File: config.mk
export PLATFORM = sky130hd
export DESIGN_NAME = mem_arbiter
export DESIGN_NICKNAME = d
export VERILOG_FILES = /design/src/rtl/korev_mem_pkg.sv /design/src/rtl/mem_arb_timer.sv /design/src/rtl/mem_arbiter.sv
export SDC_FILE = /design/constraint.sdc
export NUM_CORES = 1
export LEC_CHECK = 0
export BUFFER_PORTS_ARGS = -buffer_cell sky130_fd_sc_hd__buf_4
export CAP_MARGIN = 20
export CORE_MARGIN = 1.5
export CORE_UTILIZATION = 51
export CTS_BUF_LIST = sky130_fd_sc_hd__clkbuf_8 sky130_fd_sc_hd__clkbuf_16
export DETAILED_ROUTE_END_ITERATION = 10
export GPL_ROUTABILITY_DRIVEN = 1
export GPL_TIMING_DRIVEN = 0
export PLACE_DENSITY_LB_ADDON = 0.25
export SYNTH_ARGS = -nofsm -noshare
export SYNTH_HDL_FRONTEND = slang
export SYNTH_HIERARCHICAL = 1
export SYNTH_SLANG_ARGS = --single-unit
export TNS_END_PERCENT = 10
File: constraint.sdc
create_clock -name clk -period 4.8 [get_ports clk]
set_input_delay 0.72 -clock clk [delete_from_list [all_inputs] [get_ports clk]]
set_output_delay 0.72 -clock clk [all_outputs]
set_load 0.05 [all_outputs]
File: src/rtl/korev_mem_pkg.sv
// Shared types for the IF/LS memory arbiter: FSM states, owner encoding and the memory command payload.
package korev_mem_pkg;

  localparam int unsigned MEM_DATA_W = 32;
  localparam int unsigned MEM_ADDR_W = 32;
  localparam int unsigned MEM_STRB_W = MEM_DATA_W / 8;

  typedef enum logic [1:0] {ARB_IDLE, ARB_BUSY, ARB_RESP} arb_state_e;
  typedef enum logic       {OWN_IF, OWN_LS} arb_owner_e;

  typedef struct packed {
    logic                  we;
    logic [MEM_ADDR_W-1:0] addr;
    logic [MEM_DATA_W-1:0] wdata;
    logic [MEM_STRB_W-1:0] wstrb;
  } mem_cmd_t;

  // Owner for the next grant; with rr_en a tie goes to whoever was not served last.
  function automatic arb_owner_e pick_owner(logic if_req, logic ls_req, logic rr_en,
                                            arb_owner_e last);
    if (if_req && ls_req) begin
      return (rr_en && (last == OWN_LS)) ? OWN_IF : OWN_LS;
    end
    return ls_req ? OWN_LS : OWN_IF;
  endfunction

endpackage

File: src/rtl/mem_arb_timer.sv
// Watchdog counter for the arbiter BUSY state; expired flags the last allowed BUSY cycle.
module mem_arb_timer #(
  parameter int unsigned TIMEOUT_CYCLES = 255
) (
  input  logic clk,
  input  logic rst,
  input  logic clear,
  input  logic enable,
  output logic expired
);

  localparam int unsigned CNT_W = (TIMEOUT_CYCLES == 0) ? 1 : $clog2(TIMEOUT_CYCLES + 1);

  if (TIMEOUT_CYCLES == 0) begin : g_off
    logic unused_in;
    assign unused_in = ^{clk, rst, clear, enable};
    assign expired   = 1'b0;
  end else begin : g_on
    logic [CNT_W-1:0] cnt_q;
    logic [CNT_W-1:0] cnt_d;

    always_comb begin
      cnt_d = cnt_q;
      if (clear) begin
        cnt_d = '0;
      end else if (enable) begin
        cnt_d = cnt_q + CNT_W'(1);
      end
    end

    always_ff @(posedge clk) begin
      if (rst) begin
        cnt_q <= '0;
      end else begin
        cnt_q <= cnt_d;
      end
    end

    assign expired = (cnt_q == CNT_W'(TIMEOUT_CYCLES - 1));
  end

endmodule

File: src/rtl/mem_arbiter.sv
// Shares one memory port between fetch (IF) and load/store (LS), one transaction in flight.
// Define MEM_ARB_RR_EN for round-robin tie breaking; default is fixed LS-over-IF priority.
module mem_arbiter
  import korev_mem_pkg::*;
#(
  parameter int unsigned TIMEOUT_CYCLES = 255
) (
  input  logic                  clk,
  input  logic                  rst,
  input  logic                  if_req,
  input  logic [MEM_ADDR_W-1:0] if_addr,
  output logic                  if_drdy,
  output logic [MEM_DATA_W-1:0] if_rdata,
  output logic                  if_err,
  input  logic                  ls_req,
  input  logic                  ls_we,
  input  logic [MEM_ADDR_W-1:0] ls_addr,
  input  logic [MEM_DATA_W-1:0] ls_wdata,
  input  logic [MEM_STRB_W-1:0] ls_wstrb,
  output logic                  ls_drdy,
  output logic [MEM_DATA_W-1:0] ls_rdata,
  output logic                  ls_err,
  output logic                  mem_req,
  output logic                  mem_we,
  output logic [MEM_ADDR_W-1:0] mem_addr,
  output logic [MEM_DATA_W-1:0] mem_wdata,
  output logic [MEM_STRB_W-1:0] mem_wstrb,
  input  logic                  mem_drdy,
  input  logic [MEM_DATA_W-1:0] mem_rdata
);

`ifdef MEM_ARB_RR_EN
  localparam logic RR_EN = 1'b1;
`else
  localparam logic RR_EN = 1'b0;
`endif

  arb_state_e            state_q, state_d;
  arb_owner_e            owner_q, owner_d;
  mem_cmd_t              cmd_q, cmd_d;
  logic                  mem_req_q, mem_req_d;
  logic                  if_drdy_q, if_drdy_d, if_err_q, if_err_d;
  logic                  ls_drdy_q, ls_drdy_d, ls_err_q, ls_err_d;
  logic [MEM_DATA_W-1:0] if_rdata_q, if_rdata_d, ls_rdata_q, ls_rdata_d;

  arb_owner_e            grant_c;
  logic                  timer_expired_c;
  logic                  rsp_err_c;
  logic [MEM_DATA_W-1:0] rsp_rdata_c;

  mem_arb_timer #(.TIMEOUT_CYCLES(TIMEOUT_CYCLES)) u_timer (
    .clk     (clk),
    .rst     (rst),
    .clear   (state_q != ARB_BUSY),
    .enable  (state_q == ARB_BUSY),
    .expired (timer_expired_c)
  );

  assign grant_c = pick_owner(if_req, ls_req, RR_EN, owner_q);

  // Writes and aborted transactions return zero data.
  assign rsp_err_c   = !mem_drdy;
  assign rsp_rdata_c = (mem_drdy && !((owner_q == OWN_LS) && cmd_q.we)) ? mem_rdata : '0;

  always_comb begin
    state_d    = state_q;
    owner_d    = owner_q;
    cmd_d      = cmd_q;
    mem_req_d  = mem_req_q;
    if_drdy_d  = 1'b0;
    if_err_d   = 1'b0;
    if_rdata_d = if_rdata_q;
    ls_drdy_d  = 1'b0;
    ls_err_d   = 1'b0;
    ls_rdata_d = ls_rdata_q;

    case (state_q)
      ARB_IDLE: begin
        if (if_req || ls_req) begin
          owner_d   = grant_c;
          mem_req_d = 1'b1;
          state_d   = ARB_BUSY;
          if (grant_c == OWN_LS) begin
            cmd_d.we    = ls_we;
            cmd_d.addr  = ls_addr;
            cmd_d.wdata = ls_wdata;
            cmd_d.wstrb = ls_we ? ls_wstrb : '0;
          end else begin
            cmd_d      = '0;
            cmd_d.addr = if_addr;
          end
        end
      end
      ARB_BUSY: begin
        if (mem_drdy || timer_expired_c) begin
          mem_req_d = 1'b0;
          state_d   = ARB_RESP;
          if (owner_q == OWN_LS) begin
            ls_drdy_d  = 1'b1;
            ls_err_d   = rsp_err_c;
            ls_rdata_d = rsp_rdata_c;
          end else begin
            if_drdy_d  = 1'b1;
            if_err_d   = rsp_err_c;
            if_rdata_d = rsp_rdata_c;
          end
        end
      end
      ARB_RESP: begin
        state_d = ARB_IDLE;
      end
      default: begin
        state_d = ARB_IDLE;
      end
    endcase
  end

  always_ff @(posedge clk) begin
    if (rst) begin
      state_q    <= ARB_IDLE;
      owner_q    <= OWN_LS;
      cmd_q      <= '0;
      mem_req_q  <= 1'b0;
      if_drdy_q  <= 1'b0;
      if_err_q   <= 1'b0;
      if_rdata_q <= '0;
      ls_drdy_q  <= 1'b0;
      ls_err_q   <= 1'b0;
      ls_rdata_q <= '0;
    end else begin
      state_q    <= state_d;
      owner_q    <= owner_d;
      cmd_q      <= cmd_d;
      mem_req_q  <= mem_req_d;
      if_drdy_q  <= if_drdy_d;
      if_err_q   <= if_err_d;
      if_rdata_q <= if_rdata_d;
      ls_drdy_q  <= ls_drdy_d;
      ls_err_q   <= ls_err_d;
      ls_rdata_q <= ls_rdata_d;
    end
  end

  assign if_drdy   = if_drdy_q;
  assign if_err    = if_err_q;
  assign if_rdata  = if_rdata_q;
  assign ls_drdy   = ls_drdy_q;
  assign ls_err    = ls_err_q;
  assign ls_rdata  = ls_rdata_q;
  assign mem_req   = mem_req_q;
  assign mem_we    = cmd_q.we;
  assign mem_addr  = cmd_q.addr;
  assign mem_wdata = cmd_q.wdata;
  assign mem_wstrb = cmd_q.wstrb;

endmodule

==> impl_metrics.yaml <==
run_status:
  status: "completed"
floorplanning:
  fp.dieW_um: 115
  die_y_um: 115
  core-area_um2: 12100
  start_util_pct: 52.6
  io_pins: 276
  core.rowCount: 40
  die-area_um2: 13200
clock_network:
  cts_hold_buf: 0
  cts_resized: 0
  path_clk_slew_ps: 60
  cts-root-buf: "clkbuf_16"
  postCtsSetupRepairBufs: 0
  tritoncts: "built"
  cts_sinks: 149
  numCtsBuffers: 17
  htree_num_levels: 4
  clk_path_buf_depth: 2
  clock_latency_ps: 420
synthesis:
  syn_inst: 684
  synth_cell_types: 34
  syn_area_per_cell_um2: 9.32
  ys_warn_count: 6
  synthesis.nets: 824
  ys_seq_area_share_pct: 46.8
  ys_seq_elements: 149
  syn_area_um2: 6370
finish:
  drive_gt1_share_pct: 36.8
  final_area_um2: 9200
  fillerInstances: 907
  syn2layout_area_growth_pct: 44.3
  nNetsFinal: 1117
  regArea_um2: 2980
  finish.utilization_pct: 75.9
  multiInputGateArea_um2: 2730
  n_antenna_cell: 0
critical_path:
  cp_data_required_time_ps: 5170
  cp-end-kind: "flop"
  path_cells: "inv_1, ha_1, nand3_1, nor2_1, or2_1, buf_6, buf_2, a311oi_1, a31o_1"
  crit_family: "compound AO/OA/AOI/OAI gates"
  path_max_fanout: 10
  arrival_ps: 2290
  cp.buffers_inverters: 3
  cp_slowest_stage_delay_ps: 430
  worst_path_max_delay_cell: "dfxtp_1"
  path_class: "flop to flop"
  startpoint_type: "flop"
timing:
  fin_crit_ps: 1920
  fmax_ghz: 0.522
  fin_crit_sh_pct: 39.9
  hold_viol: 0
  setup_viol: 0
  worstMarginPinSlew_ps: 545
  slew_headroom_pct: 63.6
  skew_ps: 6.39
  drv_slew: 0
  setup_tns_ps: 0
  rsz0062_at_grt: "no"
global_route:
  grt_pass1_wl_um: 30700
  grt_pass1_vias: 6113
  overflow: 0
  grt_max_degree: 17
  antenna_found_initial: 0
  grt_usage_pct: 29.9
place:
  gp_congestion: 0.814
  dp.final_hpwl_um: 14400
  dpl_cell_area_um2: 8640
  io_buffers: 274
routing:
  drt_iter0_markers: 445
  viasPerCell: 5.58
  first_pass_iters: 5
  num_vias: 6446
  routed_wl_um: 20000
  antenna_left: 0
  wl_per_cell_um: 17.3
  drc: 0
power:
  p_leak_nw: 3.92
  p_per_area_nw_per_um2: 357
  ir_drop_v: 0.000218
  power.total_mw: 3.29
run:
  cap_violations: 0
worst_hold_path:
  hold_class: "flop to flop"
worst register-to-register path: cells and delay by family, from the launching register on:
kind,cells,cell delay [ps]
and+or+nand+nor,3,340
buffers and inverters,3,410
DFF,1,430
AOI/OAI and AO/OA,2,500
adders and majority gates,1,190
per-stage QoR:
| step | hold slack [ps] | instances | setup slack (ps) |
|---|---|---|---|
| 6_report | 477 | 1156 | 2880 |
| 3_3_place_gp | 460 | 1126 | 2780 |
| 3_5_place_dp | 469 | 1126 | 2780 |
| 2_1_floorplan | 458 | 684 | 3100 |
| 4_1_cts | 477 | 1156 | 2890 |
| 5_1_grt | 496 | 1156 | 2770 |
cells in the mapped netlist:
library cell	n	area share [%]
dfxtp_1	149	47
xnor2_1	1	0.14
nor3b_2	1	0.20
buf_2	45	3.5
a31o_1	64	8.8
nor2_1	11	0.65
nand2_1	37	2.2
nand3_1	7	0.55
or3_1	3	0.29
o21ai_1	30	2.4
a311oi_1	64	8.8
inv_1	68	4.0
mux2i_1	32	5.0
a211oi_4	1	0.31
nand4_2	1	0.20
nand4_1	3	0.29
or2_1	3	0.29
a21oi_1	74	5.8
nor3_1	2	0.16
or2_2	1	0.098
a211oi_1	33	3.9
nor2_2	1	0.098
nor3_4	2	0.51
buf_6	8	1.4
o21ai_0	11	0.86
or3_4	1	0.18
a211o_1	1	0.14
buf_4	1	0.12
inv_2	1	0.059
and2b_4	1	0.16
ha_1	2	0.39
clkbuf_1	16	0.94
buf_1	6	0.35
xor2_1	3	0.41
per-layer routing:
| metal | up-vias | global-route usage [%] | share of wire [%] |
|---|---|---|---|
| met5 | - | 0 | 0 |
| met4 | 0 | 13.0 | 3.0 |
| met3 | 43 | 7.96 | 8.2 |
| met2 | 293 | 51.5 | 48 |
| met1 | 3014 | 35.4 | 40 |
| li1 | 3096 | - | - |
final timing paths:
kind / start / to / slack [ps] / cells past startpoint
setup / recovery: u_timer/g_on.cnt_q[0] / if_rdata[13] / 2880 / 9
hold / removal: mem_wdata[15] / mem_wdata[15] / 480 / 2
setup reg to reg: u_timer/g_on.cnt_q[0] / if_rdata[13] / 2880 / 9
hold reg to reg: mem_wdata[15] / mem_wdata[15] / 480 / 2
state kept, by name (all words and copies together), names as in the netlist:
| signal | count |
|---|---|
| u_timer/g_on.cnt_q | 8 |
| mem_wstrb | 4 |
| mem_req | 1 |
| owner_q | 1 |
| mem_wdata | 32 |
| if_rdata | 32 |
| ls_rdata | 32 |
| mem_we | 1 |
| ls_drdy | 1 |
| if_err | 1 |
| mem_addr | 32 |
| state_q | 2 |
| if_drdy | 1 |
| ls_err | 1 |
layout by cell type (no fill, tap or decap), types with 11 or more instances in the layout:
master | Yosys | layout
a211oi_1 | 33 | 33
buf_4 | 1 | 275
a311oi_1 | 64 | 64
a31o_1 | 64 | 64
o21ai_0 | 11 | 11
buf_2 | 45 | 45
nand2_1 | 37 | 37
inv_1 | 68 | 72
clkbuf_16 | 0 | 17
o21ai_1 | 30 | 30
mux2i_1 | 32 | 32
clkbuf_1 | 16 | 16
nor2_1 | 11 | 11
a21oi_1 | 74 | 74
dfxtp_1 | 149 | 149
report_power, final:
group          leakage, nW  switching, mW  internal, mW
logic                 2.41          0.463         0.244
registers             1.22         0.0345          1.30
clock network        0.293          0.479         0.765
kinds of logic (layout without fill, tap and decap cells):
family                   Yosys count  count (layout)  share of synthesized area (%)
XOR/XNOR                           4               4                          0.550
adder cells (fa/ha/maj)            2               2                          0.393
AND/OR/NAND/NOR                   74              74                           5.85
multiplexers                      32              32                           5.03
flip-flops                       149             149                           46.8
AO/OA/AOI/OAI                    278             278                           31.0
buffers and inverters            145             449                           10.4
area by class of cell:
| class | count | share of cell area (%) |
|---|---|---|
| well taps | 168 | 2.29 |
| plain buffers | 76 | 4.41 |
| clock inverters | 8 | 0.653 |
| multi-input cells | 390 | 29.7 |
| repair buffers | 274 | 22.4 |
| inverters | 69 | 2.82 |
| clock buffers | 22 | 5.37 |
| flip-flops and latches | 149 | 32.4 |
No activity file was read; power rests on OpenSTA's default activity.
